`config.mk`:
```
export PLATFORM = sky130hd
export DESIGN_NAME = multicycle_ctrl
export DESIGN_NICKNAME = d
export VERILOG_FILES = /design/src/rtl/multicycle_ctrl.sv
export SDC_FILE = /design/constraint.sdc
export NUM_CORES = 1
export LEC_CHECK = 0
export ABC_AREA = 1
export CORE_ASPECT_RATIO = 0.8
export CORE_UTILIZATION = 45
export DETAILED_ROUTE_END_ITERATION = 10
export PLACE_DENSITY_LB_ADDON = 0.25
export SYNTH_ARGS = -nofsm -noshare
export SYNTH_HDL_FRONTEND = slang
export SYNTH_SLANG_ARGS = --single-unit
```
`constraint.sdc`:
```
create_clock -name clk -period 2.4 [get_ports clk]
set_input_delay 0.36 -clock clk [delete_from_list [all_inputs] [get_ports clk]]
set_output_delay 0.36 -clock clk [all_outputs]
set_load 0.03 [all_outputs]
```
`src/rtl/multicycle_ctrl.sv`:
```
// multicycle_ctrl
// Moore FSM that sequences the shared multicycle LEGv8 datapath through
// FETCH/DECODE/... one state per cycle. Memory states (FETCH, MEMREAD,
// MEMWRITE) are held for MEM_WAIT extra cycles. The state's one-shot effects
// (IR/PC load, memory write) fire only in the final held cycle.
//
// Ports
//   clk, reset         : clock, synchronous active-high reset
//   op[10:0]           : instruction bits [31:21] from the IR
//   zero               : ALU zero flag (drives PCWrite in BRANCH)
//   PCWrite .. PCSrc   : datapath enables and selects
//   ALUSrcA, ALUSrcB   : ALU operand selects
//   ALUControl         : ALU operation
//   state              : current state encoding (debug)
module multicycle_ctrl #(
    parameter int MEM_WAIT = 0
) (
    input  logic        clk,
    input  logic        reset,
    input  logic [10:0] op,
    input  logic        zero,
    output logic        PCWrite,
    output logic        IRWrite,
    output logic        RegWrite,
    output logic        MemRead,
    output logic        MemWrite,
    output logic        IorD,
    output logic        MemtoReg,
    output logic        Reg2Loc,
    output logic        PCSrc,
    output logic [1:0]  ALUSrcA,
    output logic [1:0]  ALUSrcB,
    output logic [3:0]  ALUControl,
    output logic [3:0]  state
);

    localparam logic [3:0] S_FETCH    = 4'd0;
    localparam logic [3:0] S_DECODE   = 4'd1;
    localparam logic [3:0] S_MEMADR   = 4'd2;
    localparam logic [3:0] S_MEMREAD  = 4'd3;
    localparam logic [3:0] S_MEMWB    = 4'd4;
    localparam logic [3:0] S_MEMWRITE = 4'd5;
    localparam logic [3:0] S_EXECUTE  = 4'd6;
    localparam logic [3:0] S_ALUWB    = 4'd7;
    localparam logic [3:0] S_BRANCH   = 4'd8;

    localparam logic [2:0] WAIT_LAST = 3'(MEM_WAIT);

    logic [3:0] state_q, state_d;
    logic [2:0] wcnt_q;
    logic       last;

    logic is_ldur, is_stur, is_cbz, is_add, is_sub, is_and, is_orr, is_r;

    assign is_ldur = (op == 11'b11111000010);
    assign is_stur = (op == 11'b11111000000);
    assign is_cbz  = (op[10:3] == 8'b10110100);
    assign is_add  = (op == 11'b10001011000);
    assign is_sub  = (op == 11'b11001011000);
    assign is_and  = (op == 11'b10001010000);
    assign is_orr  = (op == 11'b10101010000);
    assign is_r    = is_add | is_sub | is_and | is_orr;

    // Final held cycle of a memory state; non-memory states ignore it.
    assign last  = (wcnt_q == WAIT_LAST);
    assign state = state_q;

    always_comb begin
        state_d = S_FETCH;
        case (state_q)
            S_FETCH:    state_d = last ? S_DECODE : S_FETCH;
            S_DECODE: begin
                if (is_ldur | is_stur) state_d = S_MEMADR;
                else if (is_r)         state_d = S_EXECUTE;
                else if (is_cbz)       state_d = S_BRANCH;
                else                   state_d = S_FETCH;
            end
            S_MEMADR: begin
                if (is_ldur)      state_d = S_MEMREAD;
                else if (is_stur) state_d = S_MEMWRITE;
                else              state_d = S_FETCH;
            end
            S_MEMREAD:  state_d = last ? S_MEMWB : S_MEMREAD;
            S_MEMWB:    state_d = S_FETCH;
            S_MEMWRITE: state_d = last ? S_FETCH : S_MEMWRITE;
            S_EXECUTE:  state_d = S_ALUWB;
            S_ALUWB:    state_d = S_FETCH;
            S_BRANCH:   state_d = S_FETCH;
            default:    state_d = S_FETCH;
        endcase
    end

    // Counter runs only while a state holds; any transition restarts it.
    always_ff @(posedge clk) begin
        if (reset) begin
            state_q <= S_FETCH;
            wcnt_q  <= 3'd0;
        end else begin
            state_q <= state_d;
            wcnt_q  <= (state_d == state_q) ? wcnt_q + 3'd1 : 3'd0;
        end
    end

    always_comb begin
        PCWrite    = 1'b0;
        IRWrite    = 1'b0;
        RegWrite   = 1'b0;
        MemRead    = 1'b0;
        MemWrite   = 1'b0;
        IorD       = 1'b0;
        MemtoReg   = 1'b0;
        Reg2Loc    = 1'b0;
        PCSrc      = 1'b0;
        ALUSrcA    = 2'b00;
        ALUSrcB    = 2'b00;
        ALUControl = 4'b0000;
        if (reset) begin
            // Strobes stay low; selects park at FETCH values.
            ALUSrcB    = 2'b01;
            ALUControl = 4'b0010;
        end else begin
            case (state_q)
                S_FETCH: begin
                    MemRead    = 1'b1;
                    ALUSrcB    = 2'b01;
                    ALUControl = 4'b0010;
                    IRWrite    = last;
                    PCWrite    = last;
                end
                S_DECODE: begin
                    ALUSrcA    = 2'b10;
                    ALUSrcB    = 2'b11;
                    ALUControl = 4'b0010;
                    Reg2Loc    = is_stur | is_cbz;
                end
                S_MEMADR: begin
                    ALUSrcA    = 2'b01;
                    ALUSrcB    = 2'b10;
                    ALUControl = 4'b0010;
                    Reg2Loc    = is_stur;
                end
                S_MEMREAD: begin
                    IorD    = 1'b1;
                    MemRead = 1'b1;
                end
                S_MEMWB: begin
                    RegWrite = 1'b1;
                    MemtoReg = 1'b1;
                end
                S_MEMWRITE: begin
                    IorD     = 1'b1;
                    Reg2Loc  = 1'b1;
                    MemWrite = last;
                end
                S_EXECUTE: begin
                    ALUSrcA = 2'b01;
                    if (is_sub)      ALUControl = 4'b0110;
                    else if (is_and) ALUControl = 4'b0000;
                    else if (is_orr) ALUControl = 4'b0001;
                    else             ALUControl = 4'b0010;
                end
                S_ALUWB: RegWrite = 1'b1;
                S_BRANCH: begin
                    Reg2Loc    = 1'b1;
                    ALUControl = 4'b0111;
                    PCSrc      = 1'b1;
                    PCWrite    = zero;
                end
                default: ;
            endcase
        end
    end

endmodule

```
==> results of run 1 <==
stage by stage:
step	std cells	utilization [%]	total power (uW)	cell area (sq um)	hold WS, ns
5_1_grt	207	70.9	763	1190	0.498
3_3_place_gp	203	69.2	597	1160	0.434
4_1_cts	207	70.7	716	1180	0.482
2_1_floorplan	149	-	460	825	0.417
6_report	207	70.9	711	1190	0.476
3_5_place_dp	203	69.2	610	1160	0.453
area by class of cell:
type,instances,area [sq um]
Fill cell,164,488
Sequential cell,7,140
Timing Repair Buffer,35,324
Inverter,32,120
Clock buffer,4,26.3
Multi-Input combinational cell,107,549
Tap cell,22,27.5
cell families after synthesis:
| logic type | Yosys count | synth area share [%] |
|---|---|---|
| fa+ha+maj | 2 | 3.03 |
| compound gates | 12 | 8.50 |
| buf+inv | 35 | 16.4 |
| simple gates | 91 | 53.6 |
| other cells | 1 | 0.455 |
| flops | 7 | 17.0 |
| xor+xnor | 1 | 1.06 |
flip-flops by register name, indices dropped and copies added (netlist names):
register and cells:
state 4, wcnt_q 3
cell usage after synthesis (2+ instances only):
cell type	instances	area [sq um]
sky130_fd_sc_hd__nand3_1	11	55.1
sky130_fd_sc_hd__nand2_1	29	109
sky130_fd_sc_hd__inv_2	7	26.3
sky130_fd_sc_hd__nor2_2	3	18.8
sky130_fd_sc_hd__ha_1	2	25.0
sky130_fd_sc_hd__a21oi_1	5	25.0
sky130_fd_sc_hd__inv_1	24	90.1
sky130_fd_sc_hd__dfxtp_1	7	140
sky130_fd_sc_hd__nand4_1	3	18.8
sky130_fd_sc_hd__nand2_2	2	12.5
sky130_fd_sc_hd__nor3_1	5	25.0
sky130_fd_sc_hd__clkbuf_1	2	7.51
sky130_fd_sc_hd__nor2_4	2	22.5
sky130_fd_sc_hd__nor2_1	29	109
sky130_fd_sc_hd__nand3_2	4	40.0
sky130_fd_sc_hd__o21ai_0	3	15.0
power groups by stage:
stage	Clock, uW	Combinational (uW)	Sequential [uW]
after floorplan	0	287	173
after global placement	0	436	161
after CTS	110	445	161
after global routing	114	485	164
after detailed placement	0	448	162
final	107	444	161
routing by layer:
layer | vias up | share of wire, %
met5 | - | 0
li1 | 538 | -
met4 | 0 | 0
met2 | 42 | 45
met1 | 464 | 50
met3 | 0 | 5.5
path summary, 6_finish.rpt:
path / endpoint / start / slack (ns)
worst max-delay path: ALUSrcA[1] / reset / 0.06
worst min-delay path: wcnt_q[0]$_SDFF_PP0_ / wcnt_q[0]$_SDFF_PP0_ / 0.48
worst max register to register: wcnt_q[0]$_SDFF_PP0_ / wcnt_q[0]$_SDFF_PP0_ / 0.78
worst min register to register: wcnt_q[0]$_SDFF_PP0_ / wcnt_q[0]$_SDFF_PP0_ / 0.48
what timing repair did:
item	in CTS	in global routing
setup buffers	0	0
pin swaps	0	0
gates cloned	0	0
endpoints found under the setup margin	1	1
gates resized for setup	1	1
==> run summary, run 1 <==
The run finished with clean final reports. For the final count of pins violating max slew, the log shows 0. The cell family contributing the most delay on the critical path is buffers and inverters. The initial standard-cell utilization of the core was 49.2%; the number of DRC violations after detailed-routing iteration 0 was 41. Count of yosys warnings during synthesis: 0.

For the worst setup path, the data required time is 2.04 ns. For the final count of hold timing violations, the log shows 0. The tools report the net total in the final layout as 202. The die covers 2010 sq um. Using the TritonRoute via totals, the vias-per-cell ratio works out to 5.04.

The critical path capture point type was a primary output. Timing analysis after detailed placement gives a worst setup slack of 0.102 ns. The longest clock path from root to sink contains 2 buffers.

Worst clock skew: 0.0000995 ns. Measured in cells, the most critical reg-to-reg path has a length of 13. In the global route stage, overall resource usage came out at 27.2%.

CTS placed an instance of sky130_fd_sc_hd__clkbuf_4 at the clock tree root. Clock latency on the worst-skew pair, taken at its later pin, is 0.25 ns. 35 I/O pins were placed. The run gives 1 as the total number of H-tree levels. The critical path's slowest cell was sky130_fd_sc_hd__clkdlybuf4s50_1.

The area inside the core boundary is 1680 sq um. The width of the die is 49.9 um, and the share of total power consumed by net switching is 48.7%. The count of input and output buffers was 33.

The critical path crosses 3 cells after its start point. The number of stages on the worst hold path was 1; the combined area of all synthesized cells was 825 sq um. The total of flip-flops plus latches after synthesis was 7.

The class of the most critical hold timing path is reg -> reg. Dividing the synthesized area by the synthesized cell count gives 5.53 sq um. The clock transition time at the flip-flop clock pins of the worst setup and hold paths is 0.05 ns, and the TritonCTS buffer count is 3. Leaving out fill and tap cells, the most frequent cells in the layout are 29 x sky130_fd_sc_hd__nor2_1, 29 x sky130_fd_sc_hd__nand2_1, 24 x sky130_fd_sc_hd__inv_1, 22 x sky130_fd_sc_hd__clkdlybuf4s50_1.

By startpoint and endpoint, the worst setup path is classified as in -> out. Worst-case setup margin in the final layout: 0.0648 ns. The proportion of power drawn by the clock network came out at 15.0%. Along the worst path, the maximum fanout reaches 12. The distinct cell type count of the synthesized netlist is 27.

The tools report the total detailed-routing wirelength as 2.46 mm. The share of the cycle needed by the critical path after routing works out to 97.3%. Setup violations remaining at the end of the flow were counted as 0. Setup repair after global routing left no endpoint under its margin. The tools report the sum of net half-perimeters after detailed placement as 2.04 mm. STA classifies the critical path startpoint as a primary input. Yosys mapped a number of flops with a built-in enable equal to 0. Summing over every cut layer, the via total after detailed routing is 1044. The logs give 346 uW for the switching power total and 165 for the synthesized netlist net count. The run gives 17.0% as the proportion of synthesized chip area in sequential cells. The layer with the highest usage was met2.

The number of antenna violations at the first check in global routing was 0. The cell leakage power is 0.000649 uW. Power spread over the standard cell area amounts to 599 nW/um^2.

Once detail routing completed, the nets flagged for antenna violations numbered 0. Entering global routing, the biggest net connects 13 pins. Global routing finished with a remaining overflow of 0.

The cell internal power dissipation is 365 uW, and the synthesis-to-layout area growth is 44.0%. For the maximum VDD drop, the log shows 0.471 mV. The first global-routing pass estimated 4.04 mm of wire. The final period demand of the worst path came out at 2.34 ns. The peak clock frequency supported by timing was 428 MHz; the met3 track demand over resource in global routing was 2.65%.

The share of total power dissipated in sequential elements is 22.6%. The post-route setup TNS is 0 ns, and the signal arrival time at the worst endpoint is 1.98 ns. The cell occurring most often along the worst timing path is sky130_fd_sc_hd__clkdlybuf4s50_1.

After synthesis, the share of flip-flops with an asynchronous set or reset is 0%. Number of global-route vias before repair: 915. The repair_antennas step left the layout with diodes totalling 0.

The first TritonRoute pass finished after 4 iterations. TritonCTS built the clock tree. For this run, design rule violations remaining after detail routing come to 0. The number of instances in the synthesized netlist was 149; the average detailed-routed wire length per instance was 11.9 um.

In this run, post-CTS hold repair placed 0 buffers. The tree built by TritonCTS fans out to 7 sinks. For met1 alone, demand over resource in global routing was 35.3%.

The tools report the met2 global-route usage as 51.0%. Combinational cells account for 62.4% of the total power. Across the run, the number of max-cap violations was 0. In this design, the stage delay of the slowest critical-path cell is 0.71 ns. The floorplan has 13 rows. Of the cells placed in the final design, the portion with a size suffix greater than 1 is 18.9%. Among all flip-flop cells after synthesis, the most frequent one is sky130_fd_sc_hd__dfxtp_1. The die height is 40.3 um, and the number of buffer and inverter instances along the worst setup path is 2. The run gives 0.857 as the final estimated routing congestion in global placement. Walking the worst path, the cells encountered are clkdlybuf4s50_1 > nor2_1 > clkdlybuf4s50_1.
Note: power is estimated with default switching activity, not from simulation.
==> run 2: changes to the inputs <==
Settings changed: GPL_ROUTABILITY_DRIVEN from default to 0.
==> run 2 against run 1 <==
Effect of this change: global-route usage decreased by 2.2 points; via count decreased by 1.3%; total power increased by 0.63%; clock power about the same; cell count unchanged; worst hold slack got worse by 0.029 ns; critical path depth increased by 2; design area increased by 0.95%; first-iteration DRC count decreased by 37%; combinational power increased by 1%; critical path type is now reg -> out; largest power group unchanged; highest routed layer is now met4.
==> run summary, run 2 (synthesis gave the netlist of run 1 again) <==
The tools report the worst clock skew as 0.00128 ns (+0.00118 ns). The delay contributed by the slowest stage of the critical path was 0.69 ns (-0.02 ns). The reported max-cap violation count is 0 (unchanged). Pin count of the biggest net entering global routing: 13 (unchanged).

The worst setup path is of the reg -> out kind. The run gives 2010 sq um (unchanged) as the die footprint. The number of flip-flops under the largest register name is 4 (unchanged), and the synthesis-to-layout area growth is 45.4%. The run gives 1 (unchanged) as the total number of H-tree levels.

The share of the cycle needed by the critical path after routing is 93.7% (-3.6 points). The first-pass iteration count of the detailed router is 4 (unchanged). The clock transition time at the flip-flop clock pins of the worst setup and hold paths was 0.05 ns (about the same). The run gives 1200 sq um (+0.95%) as the design area. TritonCTS built the clock tree. STA classifies the critical path endpoint as a primary output. The die height is 40.3 um (unchanged).

The number of clock sinks seen by CTS was 7 (unchanged); the cell leakage power was 0.000701 uW (+8.0%). The count of final setup violators was 0 (unchanged); the vias after detailed routing was 1030 (-1.3%). The run gives 0.25 ns (about the same) as the clock latency of the later-clocked register in the worst-skew pair.

The logs give 0 (unchanged) for the number of buffers inserted by post-CTS setup repair and 1160 sq um (unchanged) for the total placed instance area. The logs give 1680 sq um (unchanged) for the area inside the core boundary and 0 (unchanged) for the leftover overflow at the end of global routing. The TritonCTS buffer count was 3 (unchanged); the maximum fanout encountered on the critical timing path was 8 (-4).

In the layout the commonest cells are 29 x sky130_fd_sc_hd__nor2_1, 29 x sky130_fd_sc_hd__nand2_1, 24 x sky130_fd_sc_hd__inv_1, 19 x sky130_fd_sc_hd__clkdlybuf4s50_1. Number of placement rows: 13 (unchanged). The critical path's slowest cell is sky130_fd_sc_hd__clkdlybuf4s50_1. The logs give 0 ns (unchanged) for the post-route setup TNS and 549 sq um (unchanged) for the multi-input logic area. The run finished with clean final reports. The logs give 14.7% (-0.3 points) for the proportion of power drawn by the clock network and 900 (-1.6%) for the number of global-route vias before repair. The final period demand of the worst path came out at 2.25 ns (-0.0875 ns).

The share of total power consumed by net switching is 48.5% (-0.21 points). The vias per cell was 4.98 (-1.3%). The width of the die is 49.9 um (unchanged). The final count of pins violating max slew came out at 0 (unchanged). For the cell internal power dissipation, the log shows 369 uW (+1.0%). The net total in the final layout is 202 (unchanged), and the number of inserted diodes is 0 (unchanged). Setup repair after global routing left no endpoint under its margin.

The logs give 25.0% (-2.2 points) for the overall fraction of global-route tracks in use and 445 MHz (+3.9%) for the peak clock frequency supported by timing. Number of antenna violations at the first check in global routing: 0 (unchanged). Clock tree root driver cell: sky130_fd_sc_hd__clkbuf_4.

The maximum VDD drop was 0.533 mV (+13%). For the wire length of the first global-routing pass, the log shows 3.66 mm (-9.4%). The sequential cell area came out at 140 sq um (unchanged). The run gives 2 (unchanged) as the maximum count of clock buffers along a single path. The fraction of layout cells with a size suffix above 1 is 18.9% (unchanged), and the count of input and output buffers is 33 (unchanged). The type of element launching the critical path is a register. Walking the worst path, the cells encountered are nor2_2 > inv_1 > nand2_1 > nor3_1 > clkdlybuf4s50_1. The final count of hold timing violations was 0 (unchanged); the number of nets still failing antenna checks after routing was 0 (unchanged).

The run gives 49.2% (unchanged) as the initial standard-cell utilization of the core. The run gives 26 (-37%) as the number of DRC violations after detailed-routing iteration 0. The power density over the cells is 597 nW/um^2 (-0.32%). Sequential share of power: 22.4% (-0.2 points).

The combinational power share is 62.9% (+0.5 points). Detailed-route DRC error count: 0 (unchanged). The average detailed-routed wire length per instance was 11.4 um (-4.4%). The logs give 0.447 ns (-0.0287 ns) for the final worst hold slack and 2.35 mm (-4.4%) for the total detailed-routing wirelength. The signal arrival time at the worst endpoint is 1.89 ns (-0.09 ns). The required time at the worst-slack endpoint is 2.04 ns (about the same). The number of I/O pins is 35 (unchanged), and the slack of the worst reg-to-reg path is 0.79 ns (about the same). The tools report the switching power total as 347 uW (+0.20%). The sum of net half-perimeters after detailed placement was 1.95 mm (-4.1%).

The run gives 715 uW (+0.63%) as the total power of the final layout. The fill cell instance count of the final layout was 162 (-1.2%). The min-delay analysis places its worst path in the category reg -> reg.
run 2: changes by cell type in the layout (fill, tap and decap cells not counted):
cell                              change
sky130_fd_sc_hd__clkdlybuf4s50_1      -3
sky130_fd_sc_hd__dlygate4sd2_1        -1
sky130_fd_sc_hd__dlymetal6s2s_1       +4
run 2: cell type report:
class	instances	area share [%]
Clock buffer	4	2.19
Inverter	32	10.0
Multi-Input combinational cell	107	45.8
Sequential cell	7	11.7
Tap cell	22	2.30
Timing Repair Buffer	35	28.0
run 2: stage by stage:
| step | setup WS [ns] | std cells | util [%] |
|---|---|---|---|
| after floorplan | 0.0741 | 149 | - |
| after global placement | 0.123 | 203 | 69.2 |
| after detailed placement | 0.0773 | 203 | 69.2 |
| after CTS | 0.0178 | 207 | 70.8 |
| after global routing | 0.0154 | 207 | 71.5 |
| final | 0.152 | 207 | 71.5 |
run 2: metal layers:
metal,vias to the layer above,part of all wire (%),track usage (%)
li1,540,-,-
met1,449,49,32.4
met2,37,44,42.9
met3,4,5.7,4.55
met4,0,1.3,8.57
met5,-,0,0
run 2: power groups by stage:
stage,registers [uW],clock network [uW],logic (uW)
after floorplan,173,0,287
after global placement,161,0,434
after detailed placement,162,0,451
after CTS,160,106,453
after global routing,162,114,498
final,160,105,450
run 2: final timing paths:
check / start / to / depth (start not counted)
setup reg to reg: wcnt_q[0]$_SDFF_PP0_ / wcnt_q[0]$_SDFF_PP0_ / 13
hold reg to reg: wcnt_q[0]$_SDFF_PP0_ / wcnt_q[0]$_SDFF_PP0_ / 1
hold / removal: wcnt_q[0]$_SDFF_PP0_ / wcnt_q[0]$_SDFF_PP0_ / 1
setup / recovery: state[1]$_SDFF_PP0_ / MemRead / 5
run 2: repair_timing:
item                                    4_1_cts  5_1_grt
endpoints found under the setup margin        0        5
hold buffers                                  0        0
resized for setup                             0        5
run 2: worst max-delay path: cells and delay by family (launching register included):
| kind | cells | cell delay [ns] |
|---|---|---|
| buffers and inverters | 2 | 0.77 |
| and+or+nand+nor | 3 | 0.34 |
| DFF | 1 | 0.52 |
